[src/rtl/fg_burst_waveform_generator.sv]
// Phase-accumulator function generator with triggered N-period burst mode and
// shadowed waveform configuration that only changes at period boundaries.
//   state   | meaning
//   IDLE    | phase/prescaler/period cleared, shadows track inputs, s=0
//   RUN     | prescaled phase accumulation, busy_o=1
module fg_burst_waveform_generator #(
    parameter int BITWIDTH         = 8,
    parameter int PHASE_BITWIDTH   = 16,
    parameter int PSC_BITWIDTH     = 9,
    parameter int BURST_BITWIDTH   = 8,
    parameter int OUT_STROBE_DELAY = 0
) (
    input  logic                      clk_i,
    input  logic                      rstn_i,
    input  logic                      enable_i,
    input  logic [1:0]                mode_i,
    input  logic                      burstMode_i,
    input  logic                      trigger_i,
    input  logic [BURST_BITWIDTH-1:0] burstCount_i,
    input  logic [PSC_BITWIDTH-1:0]   prescaler_i,
    input  logic [PHASE_BITWIDTH-1:0] phaseInc_i,
    input  logic [BITWIDTH-1:0]       duty_i,
    input  logic [BITWIDTH-1:0]       amplitude_i,
    input  logic [BITWIDTH-1:0]       offset_i,
    input  logic                      radix_i,
    output logic [BITWIDTH-1:0]       out_o,
    output logic                      outValid_STRB_o,
    output logic                      busy_o,
    output logic                      burstDone_o
);

    localparam int B = BITWIDTH;
    localparam int P = PHASE_BITWIDTH;

    localparam logic [0:0] ST_IDLE = 1'b0;
    localparam logic [0:0] ST_RUN  = 1'b1;

    localparam logic [1:0] MODE_CONST = 2'b00;
    localparam logic [1:0] MODE_SQUARE = 2'b01;
    localparam logic [1:0] MODE_TRI   = 2'b10;
    localparam logic [1:0] MODE_SAW   = 2'b11;

    localparam logic [B-1:0] POS_FULL = {1'b0, {(B-1){1'b1}}};
    localparam logic [B-1:0] NEG_FULL = {1'b1, {(B-2){1'b0}}, 1'b1};
    localparam logic [B-1:0] SAT_MIN  = {1'b1, {(B-1){1'b0}}};

    logic [0:0]                state;
    logic [PSC_BITWIDTH-1:0]   psc_cnt;
    logic [PSC_BITWIDTH-1:0]   psc_sh;
    logic [P-1:0]              phase;
    logic [P-1:0]              inc_sh;
    logic [1:0]                mode_sh;
    logic [B-1:0]              duty_sh;
    logic                      burst_sh;
    logic [BURST_BITWIDTH-1:0] period_cnt;
    logic [BURST_BITWIDTH-1:0] period_nxt;
    logic                      burst_done_q;

    logic                      clk_en;
    logic                      wrap;
    logic                      burst_last;
    logic                      start;
    logic [P:0]                phase_sum;

    assign clk_en     = (state == ST_RUN) && (psc_cnt == psc_sh);
    assign phase_sum  = {1'b0, phase} + {1'b0, inc_sh};
    assign wrap       = clk_en && phase_sum[P];
    assign period_nxt = period_cnt + BURST_BITWIDTH'(1);
    assign burst_last = wrap && burst_sh && (period_nxt == burstCount_i);
    assign start      = enable_i && (!burstMode_i || (trigger_i && (burstCount_i != '0)));

    always_ff @(posedge clk_i or negedge rstn_i) begin
        if (!rstn_i) begin
            state        <= ST_IDLE;
            psc_cnt      <= '0;
            psc_sh       <= '0;
            phase        <= '0;
            inc_sh       <= '0;
            mode_sh      <= '0;
            duty_sh      <= '0;
            burst_sh     <= 1'b0;
            period_cnt   <= '0;
            burst_done_q <= 1'b0;
        end else begin
            burst_done_q <= (state == ST_RUN) && enable_i && burst_last;
            case (state)
                ST_IDLE: begin
                    phase      <= '0;
                    psc_cnt    <= '0;
                    period_cnt <= '0;
                    psc_sh     <= prescaler_i;
                    inc_sh     <= phaseInc_i;
                    mode_sh    <= mode_i;
                    duty_sh    <= duty_i;
                    burst_sh   <= burstMode_i;
                    if (start) begin
                        state <= ST_RUN;
                    end
                end
                ST_RUN: begin
                    if (!enable_i) begin
                        state      <= ST_IDLE;
                        phase      <= '0;
                        psc_cnt    <= '0;
                        period_cnt <= '0;
                    end else begin
                        psc_cnt <= clk_en ? '0 : psc_cnt + PSC_BITWIDTH'(1);
                        if (clk_en) begin
                            phase <= phase_sum[P-1:0];
                        end
                        // A new period starts here, so the new config applies to it in full
                        if (wrap) begin
                            psc_sh     <= prescaler_i;
                            inc_sh     <= phaseInc_i;
                            mode_sh    <= mode_i;
                            duty_sh    <= duty_i;
                            period_cnt <= period_nxt;
                            if (burst_last) begin
                                state <= ST_IDLE;
                            end
                        end
                    end
                end
                default: state <= ST_IDLE;
            endcase
        end
    end

    logic [B-1:0] p;
    logic [B-1:0] tri_t;
    logic [B-1:0] wave;

    assign p = phase[P-1:P-B];

    always_comb begin
        wave  = '0;
        tri_t = p[B-1] ? {~p[B-2:0], 1'b0} : {p[B-2:0], 1'b0};
        case (mode_sh)
            MODE_CONST:  wave = POS_FULL;
            MODE_SQUARE: wave = (p < duty_sh) ? POS_FULL : NEG_FULL;
            MODE_TRI:    wave = {~tri_t[B-1], tri_t[B-2:0]};
            MODE_SAW:    wave = {~p[B-1], p[B-2:0]};
            default:     wave = '0;
        endcase
        if (state != ST_RUN) begin
            wave = '0;
        end
    end

    // The final wrap of a burst lands in IDLE, so it produces no sample
    logic                        en_q;
    logic [B-1:0]                s_q;
    logic [OUT_STROBE_DELAY+1:0] vld_sr;
    logic [B-1:0]                out_q;

    logic signed [2*B-1:0] s_ext;
    logic signed [2*B-1:0] amp_ext;
    logic signed [2*B-1:0] prod;
    logic signed [B:0]     scaled;
    logic signed [B+1:0]   sum;
    logic [B-1:0]          sat;
    logic [B-1:0]          out_d;

    assign s_ext   = {{B{s_q[B-1]}}, s_q};
    assign amp_ext = {{B{1'b0}}, amplitude_i};
    assign prod    = s_ext * amp_ext;
    assign scaled  = prod[2*B-1:B-1];
    assign sum     = {scaled[B], scaled} + {{2{offset_i[B-1]}}, offset_i};

    always_comb begin
        sat = sum[B-1:0];
        if (!((&sum[B+1:B-1]) || !(|sum[B+1:B-1]))) begin
            sat = sum[B+1] ? SAT_MIN : POS_FULL;
        end
        out_d = radix_i ? {~sat[B-1], sat[B-2:0]} : sat;
    end

    always_ff @(posedge clk_i or negedge rstn_i) begin
        if (!rstn_i) begin
            en_q   <= 1'b0;
            s_q    <= '0;
            vld_sr <= '0;
            out_q  <= '0;
        end else begin
            en_q   <= clk_en && enable_i && !burst_last;
            s_q    <= wave;
            vld_sr <= {vld_sr[OUT_STROBE_DELAY:0], en_q};
            out_q  <= out_d;
        end
    end

    assign out_o           = out_q;
    assign outValid_STRB_o = vld_sr[OUT_STROBE_DELAY+1];
    assign busy_o          = (state == ST_RUN);
    assign burstDone_o     = burst_done_q;

endmodule

[config.mk]
export PLATFORM = sky130hd
export DESIGN_NAME = fg_burst_waveform_generator
export DESIGN_NICKNAME = d
export VERILOG_FILES = /design/src/rtl/fg_burst_waveform_generator.sv
export SDC_FILE = /design/constraint.sdc
export NUM_CORES = 1
export LEC_CHECK = 0
export CAP_MARGIN = 30
export CELL_PAD_IN_SITES_DETAIL_PLACEMENT = 1
export CELL_PAD_IN_SITES_GLOBAL_PLACEMENT = 1
export CORE_MARGIN = 2
export CORE_UTILIZATION = 40
export CTS_CLUSTER_DIAMETER = 40
export CTS_CLUSTER_SIZE = 12
export DETAILED_ROUTE_END_ITERATION = 6
export HOLD_SLACK_MARGIN = 0.06
export PLACE_DENSITY_LB_ADDON = 0.1
export SLEW_MARGIN = 30
export SYNTH_ARGS = -nofsm -noshare
export SYNTH_HDL_FRONTEND = slang
export SYNTH_SLANG_ARGS = --single-unit
[constraint.sdc]
create_clock -name clk_i -period 6.7 [get_ports clk_i]
set_clock_uncertainty 0.15 [all_clocks]
set_input_delay 1.675 -clock clk_i [delete_from_list [all_inputs] [get_ports clk_i]]
set_output_delay 1.675 -clock clk_i [all_outputs]
set_load 0.1 [all_outputs]
==> qor.csv, run 1 <==
metric,value,unit
Hold Slack,0.198,ns
DP Wirelength,14.2,mm
register area share after synthesis,31.0,%
total negative slack,-1.39,ns
Worst Path Arrival,7.05,ns
DRC Markers,0,
vias in the first global route,6322,
largest net degree at the start of global routing,64,
Final Setup Violations,7,
CP Data Required Time,6.82,ns
highest clock rate,144,MHz
Ports,76,
number of synthesized register bits,90,
Fin. Hold Viols,0,
Worst setup EP type,flip-flop,
Slew Limit Fails,0,
WS Path Type,in -> reg,
startpoint types,input port,
Total Routed Length,18.6,mm
Avg Inst Size Synth,10.1,um^2
total number of vias,5602,
Die Y,139,um
Die ar.,19300,um^2
Die W,139,um
Max-cap violations,0,
cts bufs inserted,9,
post-layout min period,6.92,ns
ANT cells,0,
Final ANT Viol Nets,0,
area grow syn2layout,26.0,%
FILL cells,1968,
fin crit share,103,%
clk slew on worst S/H paths,0.08,ns
initial antenna violation count,0,
CTS max path bufs,2,
total congestion overflow,0,
HP Class,reg -> reg,
first-pass GRT wire length,31.5,mm
Post-synth top flop,dfrtp_1,
RSZ-0062 raised after global routing,yes,
cts hold-fix bufs,0,
dpl cell area,8570,um^2
fraction of layout cells with a size suffix above 1,20.1,%
routability-driven placement congestion ratio,0.839,
CTS tree,yes,
root buffer cell,clkbuf_16,
router iterations before antenna repair,4,
"Distinct cells, synth",58,
fin area,9170,um^2
fin worst setup slack,-0.223,ns
DRT iter0 DRCs,118,
syn nets,891,
CTS Sinks,90,
WL/cell,17.4,um
I/O Buffers,75,
nets,1008,
cell count after synthesis,717,
Synth Cell Area,7280,um^2
Via-to-Cell Ratio,5.25,
maximum VDD drop,0.000362,V
CP max FO,6,
Cell Rows,49,
Lkg Pwr,4.42,nW
synth warn,0,
failing checks,setup timing,
core area,17900,um^2
measured slew at the worst slew-check pin,0.989,ns
asr flop ratio synth,100,%
Initial Utilization,40.6,%
number of enable flip-flop cells after synthesis,0,
GRT Resource Usage Total,19.9,%
PD cells,267,nW/um^2
clk_lat worst skew,0.36,ns
max_slew headroom,33.9,%
status,"finished, violations left",
dpl ws,-1.21,ns
H-Tree Depth,3,
-- state kept, by name (all words and copies together) (netlist names) --
signal / count
burstDone_o: 1
burst_sh: 1
busy_o: 1
duty_sh: 8
en_q: 1
inc_sh: 16
mode_sh: 2
out_o: 8
period_cnt: 8
phase: 16
psc_cnt: 9
psc_sh: 9
s_q: 8
vld_sr: 2
-- cells by family after synthesis --
logic type | count (synthesis) | share of synthesized area (%)
compound gates | 133 | 12.0
buf+inv | 83 | 4.88
flops | 90 | 31.0
fa+ha+maj | 109 | 22.6
xor+xnor | 60 | 7.22
simple gates | 198 | 14.2
mux | 44 | 8.22
-- layout make-up --
class / count / area, um^2 / share of cell area (%)
timing repair buffer: 123 / 1090 / 11.9
tap: 229 / 287 / 3.13
inverter: 66 / 248 / 2.70
sequential: 90 / 2250 / 24.6
clock inverter: 7 / 86.3 / 0.942
multi-input combinational: 544 / 4980 / 54.3
clock buffer: 9 / 225 / 2.46
-- what timing repair did --
| action | CTS | global route |
|---|---|---|
| setup buffers | 4 | 3 |
| gates resized for setup | 81 | 17 |
| hold endpoints to repair | 0 | 0 |
| endpoints found under the setup margin | 8 | 8 |
| pin swaps | 34 | 11 |
-- where the power goes --
group	internal [W]	switching (W)	leakage (nW)	total (W)
sequential	0.000596	0.0000391	1.14	0.000635
combinational	0.000575	0.000691	3.13	0.00127
clock	0.000297	0.000248	0.154	0.000546
-- worst max-delay path, stage by stage --
cell and delay (ns):
buf_8 0.10, nand2b_4 0.13, fa_1 0.48, fa_1 0.57, inv_2 0.04, fa_1 0.49
inv_2 0.04, fa_1 0.55, inv_2 0.06, ha_4 0.21, a21o_1 0.17, a31o_4 0.23
a21o_1 0.22, a21oi_2 0.19, xnor2_1 0.10, ha_1 0.28, o31a_1 0.35, or4_4 0.44
a31oi_4 0.20, xnor2_4 0.18, a21oi_4 0.13, o31ai_2 0.22
-- path summary, 6_finish.rpt --
path | startpoint | end | slack [ns] | depth (start not counted)
hold / removal | en_q$_DFF_PN0_ | vld_sr[0]$_DFF_PN0_ | 0.20 | 0
hold reg to reg | en_q$_DFF_PN0_ | vld_sr[0]$_DFF_PN0_ | 0.20 | 0
setup reg to reg | s_q[7]$_DFF_PN0_ | out_o[4]$_DFF_PN0_ | 0.52 | 21
max in group asynchronous | rstn_i | psc_cnt[2]$_DFF_PN0_ | 4.15 | 2
setup / recovery | amplitude_i[0] | out_o[4]$_DFF_PN0_ | -0.22 | 22
min in group asynchronous | rstn_i | period_cnt[7]$_DFFE_PN0P_ | 1.08 | 1
-- cells in the mapped netlist (all sizes together), types with 5 or more instances --
cell | count | area, um^2
nand3 | 14 | 70.1
nand2 | 49 | 184
xor2 | 25 | 219
nand2b | 11 | 68.8
nand4 | 8 | 50.1
clkbuf | 11 | 41.3
nor2 | 34 | 128
o211ai | 6 | 45.0
o21a | 5 | 37.5
fa | 37 | 741
mux2i | 8 | 80.1
inv | 66 | 248
mux2 | 36 | 518
a22o | 7 | 61.3
buf | 6 | 66.3
nor3b | 6 | 45.0
ha | 72 | 901
and2 | 45 | 282
a21oi | 36 | 195
nor4 | 5 | 37.5
o21ai | 33 | 169
xnor2 | 35 | 307
dfrtp | 90 | 2250
nor3 | 7 | 35.0
a21o | 17 | 128
nor2b | 6 | 40.0
-- per-layer routing --
layer / vias to the layer above / share of wire (%) / GRT usage, %
met5: - / 0 / 0
met4: 0 / 1.2 / 4.84
met3: 17 / 1.7 / 2.66
met2: 51 / 53 / 36.0
met1: 2845 / 44 / 25.3
li1: 2689 / - / -
-- per-stage QoR --
step | util [%] | std cells | power [W]
finish | 51.2 | 1068 | 0.00245
global route | 51.2 | 1068 | 0.00260
CTS | 50.8 | 1066 | 0.00241
detailed placement | 47.9 | 1046 | 0.00172
global placement | 47.9 | 1046 | 0.00168
floorplan | - | 717 | 0.00133
-- placed cells by master, fill, tap and decap left out, drive strengths merged, types with 35 or more instances in the layout --
cell type      count
a21oi             36
xnor2             35
dfrtp             90
inv               69
and2              45
clkdlybuf4s50     66
nand2             49
buf               57
fa                37
ha                72
mux2              36
Power figures use the tool's default switching activity.
==> inputs of run 2 (changes only) <==
--- a/config.mk
+++ b/config.mk
@@ -15,6 +15,7 @@
 export DETAILED_ROUTE_END_ITERATION = 6
 export HOLD_SLACK_MARGIN = 0.06
 export PLACE_DENSITY_LB_ADDON = 0.1
+export SKIP_LAST_GASP = 1
 export SLEW_MARGIN = 30
 export SYNTH_ARGS = -nofsm -noshare
 export SYNTH_HDL_FRONTEND = slang
==> qor.csv, run 2 (synthesized netlist as in run 1, its figures left out) <==
metric,value,unit
initial antenna violation count,0,
Lkg Pwr,4.42,nW
Die Y,139,um
final core utilization,51.2,%
failing checks,setup timing,
fin crit share,103,%
area grow syn2layout,25.9,%
CTS Sinks,90,
post-layout min period,6.92,ns
dpl cells,1046,
switching share of power,40.0,%
worst hold endpoint,vld_sr[0]$_DFF_PN0_,
CTS max path bufs,2,
Cell Rows,49,
"CP delay by family, top",adder cells,
Worst Reg-to-Reg Cells,21,
Worst Setup SP,amplitude_i[0],
Final ANT Viol Nets,0,
status,"finished, violations left",
PD cells,267,nW/um^2
largest net degree at the start of global routing,64,
router iterations before antenna repair,4,
CP max FO,6,
CP bufs+invs,4,
ANT cells,0,
Max-cap violations,0,
first-pass GRT wire length,31.5,mm
max_slew headroom,33.9,%
slowest cell delay on critical path,0.57,ns
Crit Reg-Reg Startpoint,s_q[7]$_DFF_PN0_,
startpoint types,input port,
WL/cell,17.4,um
fin cells,1068,
RSZ-0062 raised after global routing,yes,
H-Tree Depth,3,
Final Setup Violations,7,
I/O Buffers,75,
root buffer cell,clkbuf_16,
DP Wirelength,14.2,mm
Total Routed Length,18.6,mm
fin area,9160,um^2
area of the multi-input gates,4980,um^2
dpl cell area,8570,um^2
Crit-path slowest cell,fa_1,
Worst Path Arrival,7.04,ns
vias in the first global route,6322,
Die ar.,19300,um^2
"leading cell type in the layout, fill and taps excluded",dfrtp_1,
measured slew at the worst slew-check pin,0.989,ns
sw power,0.000977,W
total number of vias,5592,
Int Power,0.00147,W
Fin. Hold Viols,0,
most frequent cells in the layout,"dfrtp_1 (90), clkdlybuf4s50_1 (66), ha_1 (63)",
DRT iter0 DRCs,112,
core area,17900,um^2
total congestion overflow,0,
nets,1008,
DRC Markers,0,
cts bufs inserted,9,
FILL cells,1968,
WS Path Type,in -> reg,
clk slew on worst S/H paths,0.08,ns
fin worst setup slack,-0.222,ns
Hold Path Stages,0,
Clock power frac,22.3,%
largest registers,"inc_sh (16), phase (16)",
CP Data Required Time,6.82,ns
cells along the critical path,buf_8 -> nand2b_4 -> fa_1 -> fa_1 -> inv_2 -> fa_1 -> inv_2 -> fa_1 -> inv_2 -> ha_4 -> a21o_1 -> a31o_4 -> a21o_1 -> a21oi_2 -> xnor2_1 -> ha_1 -> o31a_1 -> or4_4 -> a31oi_4 -> xnor2_4 -> a21oi_4 -> o31ai_2,
HP Class,reg -> reg,
Via-to-Cell Ratio,5.24,
cts hold-fix bufs,0,
Die W,139,um
Seq pwr share,26.0,%
Initial Utilization,40.6,%
R2R setup slack,0.52,ns
Worst setup EP type,flip-flop,
routability-driven placement congestion ratio,0.839,
Slew Limit Fails,0,
clk_lat worst skew,0.35,ns
total area of sequential cells,2250,um^2
CP dominant cell by count,fa_1,
highest clock rate,144,MHz
Logic pwr share,51.7,%
maximum VDD drop,0.000360,V
GRT Resource Usage Total,19.9,%
fraction of layout cells with a size suffix above 1,20.1,%
CTS tree,yes,
hold path startpoint,en_q$_DFF_PN0_,
reg-to-reg critical path endpoint,out_o[4]$_DFF_PN0_,
Ports,76,
[run 2: through the flow]
stage / setup slack (ns) / power (W) / hold slack [ns] / TNS, ns
after floorplan: -0.285 / 0.00133 / 0.181 / -1.68
after global placement: -0.954 / 0.00168 / 0.193 / -7.30
after detailed placement: -1.21 / 0.00172 / 0.187 / -9.10
after CTS: -0.180 / 0.00241 / 0.205 / -0.981
after global routing: -0.401 / 0.00260 / 0.217 / -2.84
final: -0.222 / 0.00244 / 0.199 / -1.43
[run 2: area by class of cell]
type	instances	area share (%)
inverters	66	2.70
repair buffers	123	11.9
clock inverters	7	0.942
clock buffers	9	2.46
flip-flops and latches	90	24.6
well taps	229	3.13
multi-input cells	544	54.3
[run 2: repair_timing]
| action | 4_1_cts | 5_1_grt |
|---|---|---|
| setup buffers | 4 | 3 |
| gates resized for setup | 81 | 16 |
| pin swaps | 34 | 10 |
| setup endpoints to repair | 8 | 8 |
[run 2: power by group through the flow]
| stage | sequential, W | clock, W | combinational (W) |
|---|---|---|---|
| final | 0.000635 | 0.000544 | 0.00126 |
| after global routing | 0.000643 | 0.000579 | 0.00138 |
| after CTS | 0.000637 | 0.000556 | 0.00122 |
| after detailed placement | 0.000646 | 0 | 0.00108 |
| after global placement | 0.000645 | 0 | 0.00104 |
| after floorplan | 0.000796 | 0 | 0.000535 |
[run 2: worst max-delay path by stage]
| stage | endpoint | slack (ns) | cells after the start |
|---|---|---|---|
| final | out_o[4]$_DFF_PN0_ | -0.22 | 22 |
| after global routing | out_o[5]$_DFF_PN0_ | -0.40 | 23 |
| after CTS | out_o[4]$_DFF_PN0_ | -0.18 | 23 |
| after detailed placement | out_o[3]$_DFF_PN0_ | -1.21 | 23 |
| after global placement | out_o[4]$_DFF_PN0_ | -0.95 | 23 |
| after floorplan | out_o[4]$_DFF_PN0_ | -0.28 | 22 |
[run 2: worst register-to-register path, delay by kind of cell, from the launching register on]
| kind | cells | cell delay [ns] |
|---|---|---|
| flops | 1 | 0.50 |
| fa+ha+maj | 6 | 2.65 |
| buf+inv | 4 | 0.37 |
| simple gates | 1 | 0.44 |
| xor+xnor | 2 | 0.28 |
| compound gates | 8 | 1.71 |
[run 2: layer usage]
layer	part of all wire (%)	wire length (um)	vias to the layer above	GRT usage, %
met5	0	0	-	0
met4	1.1	198	0	4.84
met3	1.7	317	16	2.66
met2	53	9880	55	36.0
met1	44	8220	2833	25.3
li1	-	-	2688	-
